File: src/rtl/space_invaders_pkg.sv
// space_invaders_pkg: shared game-state and march encodings plus formation geometry.
package space_invaders_pkg;
  typedef enum logic [1:0] {BEGIN = 2'b00, CONT = 2'b01, WIN = 2'b10, GAMEOVER = 2'b11} game_state_t;
  typedef enum logic [2:0] {IDLE, WAIT, EVAL, STEP, DROP} march_state_t;
  localparam int COLS = 5;
  localparam int ROWS = 4;
  localparam int NUM_INVADERS = COLS * ROWS;
  localparam int GAMEOVER_LINE = 14;
endpackage

File: src/rtl/invader_march_ctrl_if.sv
// invader_march_ctrl_if: game-FSM side (master) to march controller (slave) signals.
interface invader_march_ctrl_if import space_invaders_pkg::*; ();
  logic frame_tick;
  game_state_t game_state;
  logic [NUM_INVADERS-1:0] alive_mask;
  logic [9:0] x_off;
  logic dir_left;
  logic [3:0] invader_line;
  logic step_pulse;
  logic anim_frame;
  modport master(output frame_tick, game_state, alive_mask, input x_off, dir_left, invader_line, step_pulse, anim_frame);
  modport slave(input frame_tick, game_state, alive_mask, output x_off, dir_left, invader_line, step_pulse, anim_frame);
endinterface

File: src/rtl/invader_extent.sv
// invader_extent: leftmost/rightmost occupied column and population of the alive mask.
module invader_extent import space_invaders_pkg::*; (
  input  logic [NUM_INVADERS-1:0] alive_mask,
  output logic [2:0] lcol,
  output logic [2:0] rcol,
  output logic [4:0] alive_count,
  output logic any_alive
);
  logic [COLS-1:0] col_any;
  always_comb begin
    col_any = '0;
    alive_count = '0;
    for (int r = 0; r < ROWS; r++)
      for (int c = 0; c < COLS; c++) begin
        col_any[c] = col_any[c] | alive_mask[r*COLS+c];
        alive_count = alive_count + 5'(alive_mask[r*COLS+c]);
      end
    lcol = '0;
    rcol = '0;
    for (int c = COLS - 1; c >= 0; c--) if (col_any[c]) lcol = 3'(c);
    for (int c = 0; c < COLS; c++) if (col_any[c]) rcol = 3'(c);
  end
  assign any_alive = |alive_mask;
endmodule

File: src/rtl/invader_march_ctrl.sv
// invader_march_ctrl: paces the formation's steps, drops and reversals from the frame tick.
// Optional MARCH_ANIM_EN: anim_frame toggles on every step_pulse, otherwise tied to 0.
module invader_march_ctrl import space_invaders_pkg::*; #(
  parameter int COL_PITCH  = 16,
  parameter int INV_W      = 12,
  parameter int FIELD_W    = 640,
  parameter int X_INIT     = 64,
  parameter int STEP_PX    = 4,
  parameter int MAX_PERIOD = 32,
  parameter int MIN_PERIOD = 2,
  parameter int SPEEDUP    = 1
) (
  input logic clk,
  input logic reset,
  invader_march_ctrl_if.slave bus
);
  march_state_t state;
  logic [5:0] cnt, period;
  logic [2:0] lcol, rcol;
  logic [4:0] alive_count;
  logic any_alive, expire, drop;
  logic [10:0] left_edge, right_edge;
  int p;
  invader_extent u_ext (.alive_mask(bus.alive_mask), .lcol, .rcol, .alive_count, .any_alive);
  always_comb begin
    p = MAX_PERIOD - SPEEDUP * (NUM_INVADERS - int'(alive_count));
    period = 6'(p < MIN_PERIOD ? MIN_PERIOD : p);
  end
  assign expire = 7'(cnt) + 7'd1 >= 7'(period);
  assign left_edge = 11'(bus.x_off) + 11'(lcol) * 11'(COL_PITCH);
  assign right_edge = 11'(bus.x_off) + 11'(rcol) * 11'(COL_PITCH) + 11'(INV_W - 1);
  // The x_off term keeps the origin non-negative once the left columns are all dead
  assign drop = bus.dir_left ? (left_edge < 11'(STEP_PX) || bus.x_off < 10'(STEP_PX))
                             : (right_edge + 11'(STEP_PX) > 11'(FIELD_W - 1));
  always_ff @(posedge clk or posedge reset)
    if (reset) begin
      state <= IDLE;
      cnt <= '0;
      bus.x_off <= 10'(X_INIT);
      bus.dir_left <= 1'b0;
      bus.invader_line <= '0;
      bus.step_pulse <= 1'b0;
    end else if (bus.game_state != CONT) begin
      state <= IDLE;
      cnt <= '0;
      bus.step_pulse <= 1'b0;
      if (bus.game_state == BEGIN) begin
        bus.x_off <= 10'(X_INIT);
        bus.dir_left <= 1'b0;
        bus.invader_line <= '0;
      end
    end else begin
      bus.step_pulse <= state == STEP || state == DROP;
      unique case (state)
        IDLE: state <= WAIT;
        WAIT: if (bus.frame_tick) begin
          cnt <= expire ? '0 : cnt + 6'd1;
          state <= expire ? EVAL : WAIT;
        end
        EVAL: state <= !any_alive ? WAIT : drop ? DROP : STEP;
        STEP: begin
          bus.x_off <= bus.dir_left ? bus.x_off - 10'(STEP_PX) : bus.x_off + 10'(STEP_PX);
          state <= WAIT;
        end
        DROP: begin
          bus.dir_left <= ~bus.dir_left;
          bus.invader_line <= bus.invader_line + 4'(bus.invader_line != 4'hF);
          state <= WAIT;
        end
        default: state <= IDLE;
      endcase
    end
`ifdef MARCH_ANIM_EN
  always_ff @(posedge clk or posedge reset)
    if (reset) bus.anim_frame <= 1'b0;
    else if (bus.game_state == BEGIN) bus.anim_frame <= 1'b0;
    else if (bus.game_state == CONT && (state == STEP || state == DROP)) bus.anim_frame <= ~bus.anim_frame;
`else
  assign bus.anim_frame = 1'b0;
`endif
endmodule
File: src/flat_wrapper.sv
// flat-port wrapper written by rule: the top's interface ports become plain ports
module invader_march_ctrl_flat import space_invaders_pkg::*;
#(
  parameter int COL_PITCH  = 16,
  parameter int INV_W      = 12,
  parameter int FIELD_W    = 640,
  parameter int X_INIT     = 64,
  parameter int STEP_PX    = 4,
  parameter int MAX_PERIOD = 32,
  parameter int MIN_PERIOD = 2,
  parameter int SPEEDUP    = 1
)
  (clk, reset, bus_frame_tick, bus_game_state, bus_alive_mask, bus_x_off, bus_dir_left, bus_invader_line, bus_step_pulse, bus_anim_frame);
  invader_march_ctrl_if bus_i ();
  input logic clk;
  input logic reset;
  input wire logic [$bits(bus_i.frame_tick)-1:0] bus_frame_tick;
  input wire logic [$bits(bus_i.game_state)-1:0] bus_game_state;
  input wire logic [$bits(bus_i.alive_mask)-1:0] bus_alive_mask;
  output wire logic [$bits(bus_i.x_off)-1:0] bus_x_off;
  output wire logic [$bits(bus_i.dir_left)-1:0] bus_dir_left;
  output wire logic [$bits(bus_i.invader_line)-1:0] bus_invader_line;
  output wire logic [$bits(bus_i.step_pulse)-1:0] bus_step_pulse;
  output wire logic [$bits(bus_i.anim_frame)-1:0] bus_anim_frame;
  assign bus_i.frame_tick = bus_frame_tick;
  assign bus_i.game_state = bus_game_state;
  assign bus_i.alive_mask = bus_alive_mask;
  assign bus_x_off = bus_i.x_off;
  assign bus_dir_left = bus_i.dir_left;
  assign bus_invader_line = bus_i.invader_line;
  assign bus_step_pulse = bus_i.step_pulse;
  assign bus_anim_frame = bus_i.anim_frame;
  invader_march_ctrl #(.COL_PITCH(COL_PITCH), .INV_W(INV_W), .FIELD_W(FIELD_W), .X_INIT(X_INIT), .STEP_PX(STEP_PX), .MAX_PERIOD(MAX_PERIOD), .MIN_PERIOD(MIN_PERIOD), .SPEEDUP(SPEEDUP)) u_core (.clk(clk), .reset(reset), .bus(bus_i));
endmodule
File: config.mk
export PLATFORM = sky130hd
export DESIGN_NAME = invader_march_ctrl_flat
export DESIGN_NICKNAME = d
export VERILOG_FILES = /design/src/rtl/space_invaders_pkg.sv /design/src/rtl/invader_march_ctrl_if.sv /design/src/rtl/invader_extent.sv /design/src/rtl/invader_march_ctrl.sv /design/src/flat_wrapper.sv
export SDC_FILE = /design/constraint.sdc
export NUM_CORES = 1
export LEC_CHECK = 0
export BUFFER_PORTS_ARGS = -buffer_cell sky130_fd_sc_hd__buf_2
export CAP_MARGIN = 20
export CORE_MARGIN = 5
export CORE_UTILIZATION = 40
export DETAILED_ROUTE_END_ITERATION = 6
export PLACE_DENSITY = 0.67
export RECOVER_POWER = 50
export SLEW_MARGIN = 30
export SYNTH_ARGS = -nofsm -noshare
export SYNTH_HDL_FRONTEND = slang
export SYNTH_SLANG_ARGS = --single-unit
export TNS_END_PERCENT = 100
File: constraint.sdc
create_clock -name clk -period 2.7 [get_ports clk]
set_input_delay 0.405 -clock clk [delete_from_list [all_inputs] [get_ports clk]]
set_output_delay 0.405 -clock clk [all_outputs]
set_load 0.03 [all_outputs]
==> flow_metrics.tcl <==
set metrics [dict create \
    maxCapViolCount 0 \
    synth_xor_area_frac 0.0549 \
    start_kind "input pin" \
    synth.most_common_cell "inv_1" \
    port_buffers 38 \
    io_pins 42 \
    ir_worst_vdd_uv 579 \
    cts.sinks 23 \
    area_growth_syn_to_layout_pct 30.6 \
    dp_hpwl_um 5480 \
    synth_cell_types 58 \
    synthFlopType "dfrtp_1" \
    wl_per_cell_um 12.8 \
    critPathArrivalTime_ps 6530 \
    p_leak_nw 1.94 \
    diodes 0 \
    drive_gt1_frac 0.321 \
    insertion_delay_ps 260 \
    cpPeakStageDelay_ps 550 \
    wl_met2_um 3270 \
    place_ws_ps -4120 \
    vias 2629 \
    cp.required_ps 2890 \
    drt_pass1_iterations 4 \
    core_um2 6910 \
    hold_buffers 0 \
    die_y_um 94.7 \
    met3_length_um 272 \
    avgSynthCellArea_um2 8.68 \
    muxShareOfSynthArea 0.00348 \
    rsz0062_at_grt "true" \
    final.setup.tns_ps -29350 \
    synthCells 331 \
    cts_tree "built" \
    viasPerCell 5.09 \
    routed_wl_um 6600 \
    htreeDepth 1 \
    grt_overflow 0 \
    layout_setup_ws_ps -3640 \
    met1Wirelength_um 3000 \
    grt_pass1_wl_um 11200 \
    die_x_um 94.7 \
    powerDensity_nw_per_um2 989 \
    fin_crit_sh 2.35 \
    ys_async_sr_fraction 1.00 \
    synth_fa_ha_area_frac 0.294 \
    clkTransAtPathRegs_ps 80 \
    final_nets 505 \
    hold_class "in -> async" \
    cts_buffers 3 \
    cts_buffer_depth 2 \
    drc_errors 0 \
    initial_core_util 0.416 \
    crit_slowest_cell "fa_1" \
    rows 30 \
    synth_top_family_by_area "adder cells" \
    synth_compound_gate_area_share 0.166 \
    crit_start "bus_alive_mask[6]" \
    crit_type "in -> reg" \
    cp-end-kind "flop" \
    violations "negative setup slack" \
    dieArea_um2 8980 \
    synthDominantCellAreaShare 0.196 \
    worst_slew_pin_slew_ps 811 \
    setup_viol 9 \
    synth_area_leaders "ha_1, dfrtp_1, fa_1, inv_1, xor2_1" \
    cts-root-buf "clkbuf_8" \
    final_max_slew_viol_count 0 \
    synth-warning-count 0 \
    layout_min_cycle_time_ps 6340 \
    cp_max_fo 6 \
    synth_edf_count 0 \
    grt_usage 0.149 \
    yosysTopAreaCell "ha_1" \
    grt_max_degree 24 \
    syn_area_um2 2870 \
    grt_pass1_vias 2625 \
    max_freq_mhz 158 \
    synth_common_cells "inv_1, ha_1, dfrtp_1, nand2_1, nor2_1" \
    status "finished with violations" \
    hold_viol_final 0 \
    fin_worst_skew_ps 3.51 \
    routed.top_layer "met4" \
    r2r_start "u_core.bus.x_off[4]$_DFFE_PP0P_" \
    synthSimpleGateAreaFrac 0.196 \
    drtAntennaViolNets 0 \
    antenna_found_initial 0 \
    ys_ff_latch 23 \
    slew_headroom 0.456 \
    gp_congestion 0.854 \
    first_iter_violations 125 \
    yosysSeqAreaShare 0.201 \
]
[worst paths after layout]
check / slack (ps) / to / depth (start not counted)
max: -3640 / u_core.cnt[0]$_DFFE_PP0P_ / 29
min: 190 / u_core.bus.invader_line[2]$_DFFE_PP0P_ / 2
max reg2reg: 400 / u_core.state[0]$_DFFE_PP0P_ / 8
min reg2reg: 540 / u_core.cnt[4]$_DFFE_PP0P_ / 1
max in group asynchronous: 2120 / u_core.state[0]$_DFFE_PP0P_ / 2
min in group clk: 480 / u_core.bus.x_off[6]$_DFFE_PP1P_ / 3
[repair_timing]
action	in CTS	in global routing
endpoints found under the setup margin	9	9
pin swaps	8	3
resized for setup	20	12
setup buffers	3	2
[stage by stage]
step	hold slack (ps)	util	instances	instance area, um^2	power (mW)
floorplan	406	-	333	2920	2.03
global placement	518	0.513	507	3540	3.04
detailed placement	528	0.513	507	3540	3.15
CTS	341	0.534	514	3690	3.58
global route	239	0.543	516	3750	4.18
finish	192	0.543	516	3750	3.71
[power breakdown]
group | total [mW] | switching (mW) | leakage (nW) | internal (mW)
combinational | 3.15 | 1.45 | 1.60 | 1.69
clock | 0.210 | 0.105 | 0.0228 | 0.105
sequential | 0.352 | 0.00453 | 0.317 | 0.347
[registers in the layout, indices dropped and copies added, names as in the netlist]
| signal | flops |
|---|---|
| u_core.bus.x_off | 8 |
| u_core.state | 3 |
| u_core.cnt | 6 |
| u_core.bus.dir_left | 1 |
| u_core.bus.invader_line | 4 |
| u_core.bus.step_pulse | 1 |
[per-layer routing]
metal | up-vias | track usage
met3 | 6 | 0.0120
met4 | 0 | 0.0373
li1 | 1326 | -
met5 | - | 0
met2 | 52 | 0.267
met1 | 1245 | 0.194
[critical path: cells and delay by family]
family                   cells  cell delay (ps)
buffers and inverters        7              450
adder cells (fa/ha/maj)     10             3750
AO/OA/AOI/OAI                7             1120
AND/OR/NAND/NOR              4              690
XOR/XNOR                     1              150
[kinds of logic (layout without fill, tap and decap cells)]
kind of cell / Yosys count / count (layout)
multiplexers: 1 / 1
AO/OA/AOI/OAI: 66 / 66
XOR/XNOR: 18 / 18
other: 1 / 3
adder cells (fa/ha/maj): 59 / 59
flip-flops: 23 / 23
buffers and inverters: 58 / 145
AND/OR/NAND/NOR: 105 / 105
[area by class of cell]
class	count	area, um^2
Fill cell	662	3150
Multi-Input combinational cell	252	2180
Timing Repair Buffer	91	632
Sequential cell	23	577
Inverter	50	198
Tap cell	96	120
Clock buffer	4	45.0
[cell usage in the layout, fill, tap and decap left out, drive strengths merged, types with 8 or more instances in the layout]
cell    n
buf    90
inv    49
ha     45
dfrtp  22
nand2  22
nor2   19
a21oi  16
fa     14
nand3  13
o21ai  12
xor2   10
xnor2   8
Note: power is estimated with default switching activity, not from simulation.
